**src/rtl/cpu6502_pkg.sv**
```systemverilog
// Shared 6502 definitions: vector selects, T-state bit indices and the
// two-cycle opcode predecode used by both the sequencer and the decoder.
package cpu6502_pkg;

    localparam logic [1:0] VEC_IRQ = 2'd0;  // FFFE, also BRK
    localparam logic [1:0] VEC_NMI = 2'd1;  // FFFA
    localparam logic [1:0] VEC_RST = 2'd2;  // FFFC

    localparam int T0 = 0;
    localparam int T1 = 1;
    localparam int T2 = 2;

    typedef enum logic [1:0] {
        GRP_NONE,
        GRP_RST,
        GRP_NMI,
        GRP_IRQ
    } grp_e;

    // Opcodes that finish in two cycles and therefore overlap T0 with T2.
    function automatic logic two_cycle(input logic [7:0] op, input logic take_branch);
        return (op[7] && (op[4:2] == 3'b000) && !op[0])
            || (op[4:2] == 3'b010)
            || ((op[4:2] == 3'b110) && !op[0])
            || ((op[4:0] == 5'b10000) && !take_branch);
    endfunction

endpackage

```
**src/rtl/int_latch.sv**
```systemverilog
// NMI falling-edge detector and IRQ level sampler feeding the BRK injection
// logic of the timing-state sequencer.
module int_latch (
    input  logic i_clk,
    input  logic i_rst_n,
    input  logic i_nmi_n,
    input  logic i_irq_n,
    input  logic i_irq_sample,
    input  logic i_nmi_clr,
    output logic o_nmi_pend,
    output logic o_irq_lvl
);

    logic r_nmi_d1;
    logic r_nmi_d2;
    logic r_nmi_pend;
    logic r_irq_lvl;
    logic w_nmi_fall;

    assign w_nmi_fall = r_nmi_d2 && !r_nmi_d1;

    // The edge history runs every cycle, even through rdy stalls; a new edge
    // in the same cycle as a clear keeps the request pending.
    always_ff @(posedge i_clk or negedge i_rst_n) begin
        if (!i_rst_n) begin
            r_nmi_d1   <= 1'b1;
            r_nmi_d2   <= 1'b1;
            r_nmi_pend <= 1'b0;
            r_irq_lvl  <= 1'b0;
        end else begin
            r_nmi_d1 <= i_nmi_n;
            r_nmi_d2 <= r_nmi_d1;
            if (w_nmi_fall) begin
                r_nmi_pend <= 1'b1;
            end else if (i_nmi_clr) begin
                r_nmi_pend <= 1'b0;
            end
            if (i_irq_sample) begin
                r_irq_lvl <= !i_irq_n;
            end
        end
    end

    assign o_nmi_pend = r_nmi_pend;
    assign o_irq_lvl  = r_irq_lvl;

endmodule

```
**src/rtl/tstate_seq.sv**
```systemverilog
// 6502 timing-state sequencer and instruction register front end, including
// rdy stalls and BRK injection for reset, NMI and IRQ.
module tstate_seq
    import cpu6502_pkg::*;
#(
    parameter int TW         = 7,
    parameter int RST_CYCLES = 2
) (
    input  logic          clk_m1,
    input  logic          rst_n,
    input  logic          rdy,
    input  logic          wr_cycle_i,
    input  logic [7:0]    data_i,
    input  logic          take_branch_i,
    input  logic          t0next_i,
    input  logic          i_flag_i,
    input  logic          nmi_n_i,
    input  logic          irq_n_i,
    output logic [TW-1:0] tstate,
    output logic          sync,
    output logic [7:0]    ir,
    output logic          rstg,
    output logic          nmig,
    output logic          irqg,
    output logic [1:0]    vec_sel,
    output logic          seq_err
);

    logic [TW-1:0] r_tstate;
    logic [7:0]    r_ir;
    logic          r_rstg;
    logic          r_nmig;
    logic          r_irqg;
    logic [1:0]    r_vec_sel;
    logic          r_seq_err;
    logic          r_rst_pend;
    logic [3:0]    r_hold;

    logic          w_advance;
    logic          w_sync;
    logic          w_load;
    logic          w_nmi_pend;
    logic          w_irq_lvl;
    logic          w_inject;
    logic [7:0]    w_ir_in;
    logic          w_two_cycle;
    grp_e          w_grp;
    logic [TW-1:0] w_tstate_next;
    logic          w_seq_err_next;

    int_latch u_int_latch (
        .i_clk        (clk_m1),
        .i_rst_n      (rst_n),
        .i_nmi_n      (nmi_n_i),
        .i_irq_n      (irq_n_i),
        .i_irq_sample (w_advance && r_tstate[T0]),
        .i_nmi_clr    (w_load && (w_grp == GRP_NMI)),
        .o_nmi_pend   (w_nmi_pend),
        .o_irq_lvl    (w_irq_lvl)
    );

    assign w_advance   = (rdy || wr_cycle_i) && (r_hold == 4'd0);
    assign w_sync      = r_tstate[T1];
    assign w_load      = w_sync && w_advance;
    assign w_inject    = r_rst_pend || w_nmi_pend || (w_irq_lvl && !i_flag_i);
    assign w_ir_in     = w_inject ? 8'h00 : data_i;
    assign w_two_cycle = two_cycle(w_ir_in, take_branch_i);

    always_comb begin
        w_grp = GRP_NONE;
        if (r_rst_pend) begin
            w_grp = GRP_RST;
        end else if (w_nmi_pend) begin
            w_grp = GRP_NMI;
        end else if (w_irq_lvl && !i_flag_i) begin
            w_grp = GRP_IRQ;
        end
    end

    // Running off the top of the vector without a t0next is a decoder bug;
    // recover to T0 and flag it rather than wedging with an all-zero state.
    always_comb begin
        w_tstate_next  = r_tstate;
        w_seq_err_next = 1'b0;
        if (w_advance) begin
            if (w_sync && w_two_cycle) begin
                w_tstate_next     = '0;
                w_tstate_next[T0] = 1'b1;
                w_tstate_next[T2] = 1'b1;
            end else if (t0next_i) begin
                w_tstate_next     = '0;
                w_tstate_next[T0] = 1'b1;
            end else if (r_tstate[TW-1]) begin
                w_tstate_next     = '0;
                w_tstate_next[T0] = 1'b1;
                w_seq_err_next    = 1'b1;
            end else begin
                w_tstate_next = r_tstate << 1;
            end
        end
    end

    always_ff @(posedge clk_m1 or negedge rst_n) begin
        if (!rst_n) begin
            r_tstate     <= '0;
            r_tstate[T0] <= 1'b1;
            r_ir         <= 8'h00;
            r_rstg       <= 1'b1;
            r_nmig       <= 1'b0;
            r_irqg       <= 1'b0;
            r_vec_sel    <= VEC_RST;
            r_seq_err    <= 1'b0;
            r_rst_pend   <= 1'b1;
            r_hold       <= 4'(RST_CYCLES);
        end else begin
            r_seq_err <= w_seq_err_next;
            if (r_hold != 4'd0) begin
                r_hold <= r_hold - 4'd1;
            end
            if (w_advance) begin
                r_tstate <= w_tstate_next;
            end
            if (w_load) begin
                r_ir   <= w_ir_in;
                r_rstg <= (w_grp == GRP_RST);
                r_nmig <= (w_grp == GRP_NMI);
                r_irqg <= (w_grp == GRP_IRQ);
                unique case (w_grp)
                    GRP_RST: r_vec_sel <= VEC_RST;
                    GRP_NMI: r_vec_sel <= VEC_NMI;
                    default: r_vec_sel <= VEC_IRQ;
                endcase
                if (w_grp == GRP_RST) begin
                    r_rst_pend <= 1'b0;
                end
            end
        end
    end

    assign tstate  = r_tstate;
    assign sync    = r_tstate[T1];
    assign ir      = r_ir;
    assign rstg    = r_rstg;
    assign nmig    = r_nmig;
    assign irqg    = r_irqg;
    assign vec_sel = r_vec_sel;
    assign seq_err = r_seq_err;

endmodule

```
**config.mk**
```make
export PLATFORM = sky130hd
export DESIGN_NAME = tstate_seq
export DESIGN_NICKNAME = d
export VERILOG_FILES = /design/src/rtl/cpu6502_pkg.sv /design/src/rtl/int_latch.sv /design/src/rtl/tstate_seq.sv
export SDC_FILE = /design/constraint.sdc
export NUM_CORES = 1
export LEC_CHECK = 0
export ABC_AREA = 1
export BUFFER_PORTS_ARGS = -buffer_cell sky130_fd_sc_hd__buf_4
export CAP_MARGIN = 15
export CORE_ASPECT_RATIO = 1.4
export CORE_MARGIN = 2
export CORE_UTILIZATION = 50
export CTS_CLUSTER_DIAMETER = 100
export DETAILED_ROUTE_END_ITERATION = 12
export GPL_TIMING_DRIVEN = 0
export PLACE_DENSITY = 0.75
export SYNTH_ARGS = -nofsm -noshare
export SYNTH_HDL_FRONTEND = slang
export SYNTH_SLANG_ARGS = --single-unit
export TNS_END_PERCENT = 20
```
**constraint.sdc**
```tcl
create_clock -name clk_m1 -period 2.1 [get_ports clk_m1]
set_input_delay 0.42 -clock clk_m1 [delete_from_list [all_inputs] [get_ports clk_m1]]
set_output_delay 0.42 -clock clk_m1 [all_outputs]
set_load 0.02 [all_outputs]
```
==> results of run 1 <==
## cell families after synthesis
group                      count (synthesis)  share of synthesized area [%]
AOI/OAI and AO/OA                         17                           7.94
xor gates and xnor gates                   2                           1.34
adders and majority gates                  2                           1.91
buffers and inverters                     17                           6.89
DFF                                       28                           54.2
and+or+nand+nor                           75                           27.8
## routing by layer
layer	GRT usage (%)	vias to the layer above
met5	0	-
met4	7.99	0
met3	1.67	6
met2	30.6	35
met1	24.0	483
li1	-	532
## per-stage QoR
| step | setup WS, ps | total power [mW] | area, um2 | instances |
|---|---|---|---|---|
| after floorplan | 614 | 0.877 | 1310 | 141 |
| after global placement | 461 | 1.04 | 1640 | 213 |
| after detailed placement | 434 | 1.05 | 1640 | 213 |
| after CTS | 403 | 1.31 | 1680 | 218 |
| after global routing | 268 | 1.37 | 1680 | 218 |
| final | 427 | 1.30 | 1680 | 218 |
## cells in the final DEF, fill, tap and decap left out, types with 2 or more instances in the layout
cell type and n:
nand3b_1 4, clkbuf_4 3, inv_2 2, nand3_1 5, inv_1 10, dfstp_2 6, o21ai_0 9, nand2_2 2
nor2_1 13, nand2_1 43, buf_4 41, nand4_1 2, buf_6 2, a21oi_1 2, dfrtp_1 22, ha_1 2
## final cells by class
cell class	count	area (um2)	share of cell area (%)
Buffer	5	45.0	2.68
Clock buffer	4	36.3	2.16
Inverter	12	45.0	2.68
Multi-Input combinational cell	96	509	30.3
Sequential cell	28	708	42.1
Tap cell	34	42.5	2.53
Timing Repair Buffer	39	295	17.6
## power by group through the flow
stage	clock network [mW]	logic (mW)	registers (mW)
3_3_place_gp	0	0.380	0.656
3_5_place_dp	0	0.386	0.661
5_1_grt	0.295	0.419	0.659
4_1_cts	0.272	0.388	0.651
6_report	0.266	0.383	0.651
2_1_floorplan	0	0.159	0.718
## path summary, 6_finish.rpt
check / end / slack [ps] / start / cells past startpoint
max in group asynchronous: r_hold[1] / 1270 / rst_n / 2
setup / recovery: u_int_latch.o_nmi_pend / 430 / r_hold[0] / 8
hold / removal: u_int_latch.r_nmi_d1 / 180 / nmi_n_i / 1
hold reg to reg: u_int_latch.r_nmi_d2 / 380 / u_int_latch.r_nmi_d1 / 0
setup reg to reg: u_int_latch.o_nmi_pend / 430 / r_hold[0] / 8
min in group asynchronous: ir[3] / 520 / rst_n / 2
## critical path, stage by stage, from the launching register on
cell and delay (ps):
dfrtp_1 390, inv_1 120, ha_1 180, nand2_1 110, nor3_4 360, nand2_4 90, buf_6 170, nor2_8 90
o22ai_1 60
==> metrics.sh, run 1 <==
POST_CTS.REPAIR.SETUP_BUFFERS=0
POWER.SWITCHING_FRACTION_PCT=31.8
DETAILROUTE.VIA_COUNT=1056
FINALMAXSLEWVIOLATIONS=0
CLOCK-SINKS=28
YOSYS.AREA.TOP_TYPE='dfrtp_1'
DRT_PASS1_ITERATIONS=4
WORST_TRAN_PIN_VALUE_PS=426
REQUIRED_PS=2330
FMAX_MHz=598
FIRST_GLOBAL_VIAS=1038
ROUTEDWLPERCELL_UM=11.6
GRT_OVERFLOW_TOTAL=0
WIRE_LENGTH_OF_THE_FIRST_GLOBAL_ROUTING_PASS_UM=4240
SYNTHESIS.YOSYS.WARNINGS=0
DRT-MET1-WL_UM=1040
CRITPATHARRIVALTIME_PS=1900
SYNTH-EDFF-COUNT=0
INITIAL_CORE_UTIL_PCT=53.5
POST_CTS_RESIZE_COUNT=0
DIE_WIDTH_UM=47.2
DRT-TOTAL-WL_UM=2520
YS_SEQ_AREA_SHARE_PCT=54.2
SYNTHESIS.AREA_PER_INSTANCE_UM2=9.27
NETLIST-CELL-TYPE-COUNT=29
SYNTHMOSTINSTANTIATEDCELL='nand2_1'
FINAL.PERIOD_UTILIZATION_PCT=79.7
MAX-VDD-IR-DROP_V=0.000479
ANTENNA_NETS_POST_ROUTE=0
HOLD_VIOLATIONS=0
INITIAL_ANTENNA_VIOLATION_COUNT=0
CTS-HTREE-LEVELS=1
RSZ_0062_RAISED_AFTER_GLOBAL_ROUTING='false'
CELLLEAKAGEPOWER_nW=0.877
UTILIZATION_AFTER_LAYOUT_PCT=68.8
DR_WL_MET3_UM=120
LARGEST_NET_DEGREE_AT_THE_START_OF_GLOBAL_ROUTING=29
ASYNC_RESET_FF_SHARE_PCT=100
SYNTH.TOP_CELL.AREA_SHARE_PCT=42.1
HIGHEST-SIGNAL-LAYER='met4'
SYNTHESIS.NETS=160
POWER_FRAC_COMB_PCT=29.5
DETAIL_ROUTE.VIAS_PER_CELL=4.84
SYNTHTOLAYOUTAREAGROWTH_PCT=28.6
INTERNAL_PWR_TOTAL_uW=886
NFILLCELLS=211
CLOCK_TREE.ROOT_CELL='clkbuf_4'
SYNTHTOPCELLSBYAREA='dfrtp_1 (42%), nand2_1 (12%), dfstp_2 (12%)'
MAX_CAP_VIOLATIONS=0
TIMING.HOLD.WORST.CLASS='input pin to flip-flop'
TIMING.CRITICAL_PATH.FROM_TYPE='flip-flop'
CRITPATHKIND='flip-flop to flip-flop'
CTS.HOLD.BUFFERS_ADDED=1
DP_HPWL_UM=1920
1ST_ITER_DRT_VIOLS=22
SETUP_VIOL_COUNT_FINAL=0
CLK_TRANSITION_REPORTED_PATHS_PS=140
DOMINANTREGCELLSYNTH='dfrtp_1'
LAYOUT.NETS=204
SYNTH_SEQ_CELLS=28
CLOCK_SKEW_PS=8.70
FINALWEIGHTEDCONGESTION=0.755
NUM_ROWS=21
N_ANTENNA_CELL=0
TIMING.HOLD.WS_PS=180
LARGEST_REGISTER_FFS=8
LAYOUT-DRIVE-GT1-SHARE_PCT=34.8
POWER.SHARE.CLOCK_PCT=20.4
STATUS='complete, no violations'
P_PER_AREA_mW_PER_MM2=772
BUFFER_PORTS.INSERTED=38
GRT_USE_TOTAL_PCT=18.7
NUMCTSBUFFERS=3
FIN_SETUP_TNS_PS=0
SYNTHCELLS=141
NETLIST_AREA_MM2=0.00131
CLOCK_INSERTION_DELAY_AT_THE_LATER_PIN_OF_THE_SKEW_REPORT_PS=330
DIE_AREA_MM2=0.00305
PIN_COUNT=39
CLK_PATH_BUF_DEPTH=2
DRCVIOLATIONCOUNT=0
RELSLEWSLACK_PCT=71.5
SYNTHTOPCELLSBYCOUNT='nand2_1 (43), dfrtp_1 (22), nor2_1 (13)'
TRITONCTS_CLOCK_TREE='done'
TIMING.FINAL.CRIT_PERIOD_PS=1670
END_KIND='flip-flop'
CORE-AREA_MM2=0.00244
ROUTE.MET2.WL_UM=1310
CRIT_FANOUT=10
NETSWITCHINGPOWER_uW=413
SEQ_POWER_SHARE_PCT=50.1
DIE_HEIGHT_UM=64.5
No activity file was read; power rests on OpenSTA's default activity.
==> run 2, diff against run 1 <==
--- a/config.mk
+++ b/config.mk
@@ -5,16 +5,16 @@
 export SDC_FILE = /design/constraint.sdc
 export NUM_CORES = 1
 export LEC_CHECK = 0
-export ABC_AREA = 1
+export ABC_AREA = 0
 export BUFFER_PORTS_ARGS = -buffer_cell sky130_fd_sc_hd__buf_4
 export CAP_MARGIN = 15
 export CORE_ASPECT_RATIO = 1.4
 export CORE_MARGIN = 2
-export CORE_UTILIZATION = 50
+export CORE_UTILIZATION = 49
 export CTS_CLUSTER_DIAMETER = 100
 export DETAILED_ROUTE_END_ITERATION = 12
 export GPL_TIMING_DRIVEN = 0
-export PLACE_DENSITY = 0.75
+export PLACE_DENSITY = 0.74
 export SYNTH_ARGS = -nofsm -noshare
 export SYNTH_HDL_FRONTEND = slang
 export SYNTH_SLANG_ARGS = --single-unit
==> constraint.sdc (replaced) <==
create_clock -name clk_m1 -period 1.7 [get_ports clk_m1]
set_input_delay 0.34 -clock clk_m1 [delete_from_list [all_inputs] [get_ports clk_m1]]
set_output_delay 0.34 -clock clk_m1 [all_outputs]
set_load 0.02 [all_outputs]
==> run 2 against run 1 <==
  * Sequential share of layout area up 1.7 points
  * Total power is 10% higher
  * Non-clock buffer count grew 3
  * Maximum frequency rose by 2.9%
==> metrics.sh, run 2 <==
NETLIST_AREA_MM2=0.00123  # -5.6%
TIMING.HOLD.WORST.CLASS='input pin to flip-flop'
NETLIST-CELL-TYPE-COUNT=30  # +3.4%
CRITICAL_PATH.CELL_CHAIN='inv_1, ha_1, nor3b_4, and2_4, o311a_4, a22o_2'
MOST_USED_CELLS_IN_THE_LAYOUT_EXCLUDING_FILL_AND_TAP_CELLS='buf_4 (44), nand2_1 (24), dfrtp_1 (22)'
INITIAL_ANTENNA_VIOLATION_COUNT=0  # unchanged
SETUP.REG_TO_REG.WORST_SLACK_PS=80  # -350 ps
YS_SEQ_AREA_SHARE_PCT=57.4  # +3.2 points
N_ANTENNA_CELL=0  # unchanged
GRT_UTIL_MET2_PCT=28.6  # -1.9 points
CLOCK_INSERTION_DELAY_AT_THE_LATER_PIN_OF_THE_SKEW_REPORT_PS=320  # about the same
WORST_TRAN_PIN_VALUE_PS=345  # -81.1 ps
ASYNC_RESET_FF_SHARE_PCT=100  # unchanged
DETAIL_ROUTE.VIAS_PER_CELL=4.91  # +1.3%
SYNTHESIS.YOSYS.WARNINGS=0  # unchanged
DRT_PASS1_ITERATIONS=4  # unchanged
SYNTHCELLS=115  # -18%
DETAILROUTE.VIA_COUNT=952  # -9.8%
LARGEST_REGISTER_FFS=8  # unchanged
TRITONCTS_CLOCK_TREE='done'
PIN_COUNT=39  # unchanged
LAYOUT-DRIVE-GT1-SHARE_PCT=42.5  # +7.7 points
P_PER_AREA_mW_PER_MM2=883  # +14%
CTS-HTREE-LEVELS=1  # unchanged
REG2REG_TO='tstate[3]'
RELSLEWSLACK_PCT=77.0  # +5.5 points
SYNTH_SEQ_CELLS=28  # unchanged
MAX_CAP_VIOLATIONS=0  # unchanged
SYNTHESIS.NETS=134  # -16%
FINALMAXSLEWVIOLATIONS=0  # unchanged
REQUIRED_PS=1980  # -350 ps
CLK_PATH_BUF_DEPTH=2  # unchanged
HOLD-PATH-ENDPOINT='u_int_latch.r_nmi_d1'
TIMING.CRITICAL_PATH.FROM_TYPE='flip-flop'
CP_SLOWEST_STAGE_DELAY_PS=430  # +40 ps
FINAL_CELL_COUNT_NO_FILL=194  # -11%
NUM_ROWS=21  # unchanged
SYNTHTOPCELLSBYAREA='dfrtp_1 (45%), dfstp_2 (13%), nand2_1 (7.3%)'
BUFFER_PORTS.INSERTED=38  # unchanged
FIN_SETUP_TNS_PS=0  # unchanged
GRT_MOST_USED_LAYER='met2'
DIE_WIDTH_UM=46.4  # -1.7%
CRIT_FANOUT=6  # -4
HOLD-PATH-CELL-COUNT=1  # unchanged
INITIAL_CORE_UTIL_PCT=51.6  # -1.9 points
LAYOUT.NETS=180  # -12%
MOSTFREQUENTLAYOUTCELL='buf_4'
ANTENNA_NETS_POST_ROUTE=0  # unchanged
CLK_TRANSITION_REPORTED_PATHS_PS=140  # about the same
CLOCK_SKEW_PS=4.59  # -4.10 ps
SYNTH.TOP_CELL.AREA_SHARE_PCT=44.6  # +2.5 points
STATUS='complete, no violations'
DRT-TOTAL-WL_UM=2290  # -9.3%
SYNTHESIS.AREA_PER_INSTANCE_UM2=10.7  # +16%
MAX-VDD-IR-DROP_V=0.000560  # +17%
TIMING.CRITICAL_PATH.SLOWEST_STAGE_CELL='dfrtp_1'
SYNTHMOSTINSTANTIATEDCELL='nand2_1'
SYNTHTOLAYOUTAREAGROWTH_PCT=31.1
NUMCTSBUFFERS=3  # unchanged
1ST_ITER_DRT_VIOLS=26  # +18%
CLOCK_TREE.ROOT_CELL='clkbuf_4'
CLOCK-SINKS=28  # unchanged
REG2REGPATHDEPTH=6  # -2
DP_HPWL_UM=1730  # -9.6%
FINAL.PERIOD_UTILIZATION_PCT=95.6  # +16 points
DRCVIOLATIONCOUNT=0  # unchanged
CORE-AREA_MM2=0.00239  # -2.2%
NFILLCELLS=202  # -4.3%
SYNTH-EDFF-COUNT=0  # unchanged
HOLD_VIOLATIONS=0  # unchanged
PLACED_CELLS_INCL_TAPS=187  # -12%
DIE_HEIGHT_UM=63.4  # -1.8%
SYNTHTOPCELLSBYCOUNT='nand2_1 (24), dfrtp_1 (22), nand3_1 (9)'
FINALWEIGHTEDCONGESTION=0.775  # +2.5%
DIE_AREA_MM2=0.00294  # -3.5%
GRT_USE_TOTAL_PCT=17.8  # -0.88 points
FMAX_MHz=615  # +2.9%
R2R_START='r_hold[0]'
CRITPATHKIND='flip-flop to flip-flop'
LARGEST_NET_DEGREE_AT_THE_START_OF_GLOBAL_ROUTING=29  # unchanged
GLOBALROUTEMET1UTIL_PCT=22.8  # -1.3 points
WIRE_LENGTH_OF_THE_FIRST_GLOBAL_ROUTING_PASS_UM=3800  # -10%
CRITPATHARRIVALTIME_PS=1910  # about the same
GROUTE.LAYER.MET3.USAGE_PCT=2.01  # +0.33 points
CELLLEAKAGEPOWER_nW=0.873  # -0.51%
YOSYS.AREA.TOP_TYPE='dfrtp_1'
HOLD_START='nmi_n_i'
ROUTEDWLPERCELL_UM=11.8  # +2.0%
TIMING.FINAL.CRIT_PERIOD_PS=1620  # -47.8 ps
DOMINANTREGCELLSYNTH='dfrtp_1'
GRT_OVERFLOW_TOTAL=0  # unchanged
POSTLAYOUTCELLAREA_MM2=0.00162  # -3.8%
FIRST_GLOBAL_VIAS=890  # -14%
END_KIND='flip-flop'
SETUP_VIOL_COUNT_FINAL=0  # unchanged
PLACE_AREA_MM2=0.00156  # -4.5%
==> run 2: worst max-delay path by stage <==
| stage | start | to | slack (ps) | cells after the start |
|---|---|---|---|---|
| 6_report | r_hold[0] | tstate[3] | 80 | 6 |
| 3_3_place_gp | r_hold[0] | ir[2] | 20 | 7 |
| 3_5_place_dp | r_hold[0] | ir[5] | -3 | 7 |
| 2_1_floorplan | r_hold[1] | tstate[3] | 170 | 6 |
| 4_1_cts | r_hold[0] | ir[5] | 60 | 7 |
| 5_1_grt | r_hold[0] | tstate[6] | -20 | 6 |
==> run 2: cell families (layout without fill, tap and decap cells) <==
group                    Yosys count  count (layout)  synth area share, %
AO/OA/AOI/OAI                     16              16                 10.5
XOR/XNOR                           1               1                0.710
adder cells (fa/ha/maj)            2               2                 2.03
buffers and inverters             12              57                 5.07
flip-flops                        28              28                 57.4
multiplexers                       3               3                 2.43
AND/OR/NAND/NOR                   53              53                 21.8
==> run 2: power by group <==
| group | total, mW | leakage (nW) | internal, mW | switching [mW] |
|---|---|---|---|---|
| Clock | 0.278 | 0.0150 | 0.0920 | 0.186 |
| Sequential | 0.779 | 0.355 | 0.735 | 0.0431 |
| Combinational | 0.372 | 0.503 | 0.171 | 0.201 |
==> run 2: layout make-up <==
type	instances	area (um2)	share of cell area, %
buffer	6	40.0	2.47
tap	34	42.5	2.63
multi-input combinational	75	468	28.9
timing repair buffer	41	310	19.2
sequential	28	708	43.8
clock buffer	4	26.3	1.62
inverter	6	22.5	1.39
==> run 2: through the flow <==
step	power, mW	setup slack, ps	utilization [%]	hold slack [ps]
3_3_place_gp	1.16	23.0	65.3	267
2_1_floorplan	0.991	170	-	44.4
5_1_grt	1.51	-18.5	67.7	83.4
6_report	1.43	75.1	67.7	106
3_5_place_dp	1.17	-3.23	65.3	276
4_1_cts	1.45	59.4	67.1	94.4
==> run 2: worst max-delay path: cells and delay by family (launching register included) <==
| kind | cells | cell delay, ps |
|---|---|---|
| buf+inv | 1 | 90 |
| fa+ha+maj | 1 | 200 |
| flops | 1 | 430 |
| simple gates | 2 | 500 |
| compound gates | 2 | 360 |
==> run 2: metal layers <==
metal  vias up  part of all wire (%)
li1        474                     -
met1       442                    42
met2        32                    51
met3         4                   5.3
met4         0                   1.6
met5         -                     0
==> run 2: repair_timing <==
item | 4_1_cts | 5_1_grt
hold buffers | 1 | 0
setup buffers | 1 | 1
resized for setup | 0 | 1
endpoints found under the setup margin | 14 | 15
endpoints found under the hold margin | 22 | 0
==> run 3, diff against run 2 <==
--- a/config.mk
+++ b/config.mk
@@ -6,7 +6,7 @@
 export NUM_CORES = 1
 export LEC_CHECK = 0
 export ABC_AREA = 0
-export BUFFER_PORTS_ARGS = -buffer_cell sky130_fd_sc_hd__buf_4
+export BUFFER_PORTS_ARGS = -buffer_cell sky130_fd_sc_hd__clkbuf_2
 export CAP_MARGIN = 15
 export CORE_ASPECT_RATIO = 1.4
 export CORE_MARGIN = 2
==> run 3 against run 2 <==
  * Global-route usage up 0.41 points
  * Maximum frequency increased by 1.4%
  * Clock power hardly changed
  * Non-clock buffer count is 2 higher
  * Clock skew is 8.7 ps higher
  * Largest cell class unchanged
  * Largest power group unchanged
==> metrics.sh, run 3 (synthesis results as in run 2) <==
TIMING.FINAL.CRIT_PERIOD_PS=1600  # -23.2 ps
NUMCTSBUFFERS=3  # unchanged
REQUIRED_PS=1990  # about the same
CRITPATHARRIVALTIME_PS=1890  # -20 ps
FINALMAXSLEWVIOLATIONS=0  # unchanged
PIN_COUNT=39  # unchanged
1ST_ITER_DRT_VIOLS=17  # -35%
RELSLEWSLACK_PCT=54.5  # -23 points
SETUP_VIOL_COUNT_FINAL=0  # unchanged
GRT_USE_TOTAL_PCT=18.2  # +0.41 points
GRT_OVERFLOW_TOTAL=0  # unchanged
PLACED_CELLS_INCL_TAPS=187  # unchanged
REG2REGPATHDEPTH=6  # unchanged
FIRST_GLOBAL_VIAS=890  # unchanged
ANTENNA_NETS_POST_ROUTE=0  # unchanged
SETUP.REG_TO_REG.WORST_SLACK_PS=100  # +20 ps
TIMING.HOLD.WORST.CLASS='input pin to asynchronous set/reset pin'
DRCVIOLATIONCOUNT=0  # unchanged
TIMING.HOLD.WS_PS=18.4  # -88.1 ps
NUM_ROWS=21  # unchanged
AREA_OF_COMBINATIONAL_CELLS_WITH_MULTIPLE_INPUTS_UM2=487  # +4.0%
CLOCK-SINKS=28  # unchanged
MAX-VDD-IR-DROP_V=0.000540  # -3.6%
INITIAL_ANTENNA_VIOLATION_COUNT=0  # unchanged
NFILLCELLS=217  # +7.4%
DIE_AREA_MM2=0.00294  # unchanged
TRITONCTS_CLOCK_TREE='done'
SEQUENTIAL_AREA_UM2=708  # unchanged
FINAL.PERIOD_UTILIZATION_PCT=94.2  # -1.4 points
LARGEST_REGISTER_FFS=8  # unchanged
DRT_PASS1_ITERATIONS=3  # -1
ROUTEDWLPERCELL_UM=11.9  # +0.84%
STATUS='complete, no violations'
CP_SLOWEST_STAGE_DELAY_PS=430  # about the same
LAYOUT.NETS=182  # +1.1%
CRIT_BUF_INV=1  # unchanged
MOST_USED_CELLS_IN_THE_LAYOUT_EXCLUDING_FILL_AND_TAP_CELLS='clkbuf_2 (38), nand2_1 (23), dfrtp_1 (22)'
CRITICAL_PATH.CELL_CHAIN='inv_2, ha_4, nor3b_4, and2_4, o311a_4, a22o_2'
WIRE_LENGTH_OF_THE_FIRST_GLOBAL_ROUTING_PASS_UM=3900  # +2.6%
REG2REG_TO='tstate[5]'
CTS-HTREE-LEVELS=1  # unchanged
MOSTFREQUENTLAYOUTCELL='clkbuf_2'
DIE_WIDTH_UM=46.4  # unchanged
BUFFER_PORTS.INSERTED=38  # unchanged
INITIAL_CORE_UTIL_PCT=51.6  # unchanged
FINALWEIGHTEDCONGESTION=0.741  # -4.4%
CRITICAL_PATH.TOP_DELAY_FAMILY='simple AND/OR/NAND/NOR gates'
END_KIND='flip-flop'
LAYOUT-DRIVE-GT1-SHARE_PCT=46.3  # +3.8 points
LARGEST_NET_DEGREE_AT_THE_START_OF_GLOBAL_ROUTING=29  # unchanged
N_ANTENNA_CELL=0  # unchanged
TIMING.CRITICAL_PATH.SLOWEST_STAGE_CELL='dfrtp_1'
CLOCK_SKEW_PS=13.3  # +8.72 ps
CTS.HOLD.BUFFERS_ADDED=0  # -1
CORE-AREA_MM2=0.00239  # unchanged
CELLLEAKAGEPOWER_nW=0.857  # -1.8%
DETAIL_ROUTE.VIAS_PER_CELL=4.91  # +0.12%
R2R_START='r_hold[0]'
CLOCK_INSERTION_DELAY_AT_THE_LATER_PIN_OF_THE_SKEW_REPORT_PS=330  # about the same
DETAILROUTE.VIA_COUNT=963  # +1.2%
FINAL_CELL_COUNT_NO_FILL=196  # +1.0%
WORST_TRAN_PIN_VALUE_PS=683  # +338 ps
CRIT_FANOUT=6  # unchanged
CLOCK_TREE.ROOT_CELL='clkbuf_4'
CLK_TRANSITION_REPORTED_PATHS_PS=150  # about the same
DIE_HEIGHT_UM=63.4  # unchanged
MAX_CAP_VIOLATIONS=0  # unchanged
CLK_PATH_BUF_DEPTH=2  # unchanged
RSZ_0062_RAISED_AFTER_GLOBAL_ROUTING='false'
FMAX_MHz=624  # +1.4%
HOLD_VIOLATIONS=0  # unchanged
DRT-TOTAL-WL_UM=2330  # +1.9%
TIMING.CRITICAL_PATH.FROM_TYPE='flip-flop'
CRITPATHKIND='flip-flop to flip-flop'
P_PER_AREA_mW_PER_MM2=890  # +0.77%
SYNTHTOLAYOUTAREAGROWTH_PCT=26.0
DP_HPWL_UM=1740  # +0.12%
-- run 3: report_power, final --
group / switching, mW / leakage (nW) / internal (mW) / total, mW
sequential: 0.0428 / 0.355 / 0.735 / 0.778
clock: 0.187 / 0.0150 / 0.0920 / 0.279
combinational: 0.200 / 0.487 / 0.126 / 0.326
total: 0.430 / 0.857 / 0.954 / 1.38
-- run 3: per-stage QoR --
stage,cell area (um2),utilization (%),setup TNS (ps),total power [mW],worst slack [ps]
2_1_floorplan,1230,-,0,0.991,170
6_report,1550,65.0,0,1.38,98.3
4_1_cts,1510,63.1,0,1.39,28.0
3_3_place_gp,1470,61.3,0,1.11,30.5
3_5_place_dp,1470,61.3,-170,1.12,-23.8
5_1_grt,1550,65.0,0,1.47,26.1
-- run 3: worst max-delay path by stage --
stage / startpoint / to / slack (ps) / cells past startpoint
floorplan: r_hold[1] / tstate[3] / 170 / 6
global placement: r_hold[0] / ir[3] / 30 / 7
detailed placement: r_hold[0] / ir[3] / -20 / 7
CTS: r_hold[0] / ir[6] / 30 / 7
global route: r_hold[0] / tstate[3] / 30 / 6
finish: r_hold[0] / tstate[5] / 100 / 6
-- run 3: routing by layer --
layer	part of all wire, %	wire [um]	track usage (%)	vias to the layer above
met3	6.0	139	4.87	5
met5	0	0	0	-
met4	1.7	40	8.21	0
met1	41	962	23.0	451
li1	-	-	-	478
met2	51	1190	28.1	29
-- run 3: cell type report --
class	instances	area share (%)
Inverter	6	1.45
Multi-Input combinational cell	75	31.3
Timing Repair Buffer	43	14.7
Buffer	6	2.58
Tap cell	34	2.74
Clock buffer	4	1.69
Sequential cell	28	45.6
-- run 3: timing repair --
| action | CTS | global route |
|---|---|---|
| buffers inserted | 2 | 3 |
| gates resized for setup | 0 | 7 |
| pin swaps | 0 | 1 |
| endpoints found under the setup margin | 15 | 18 |
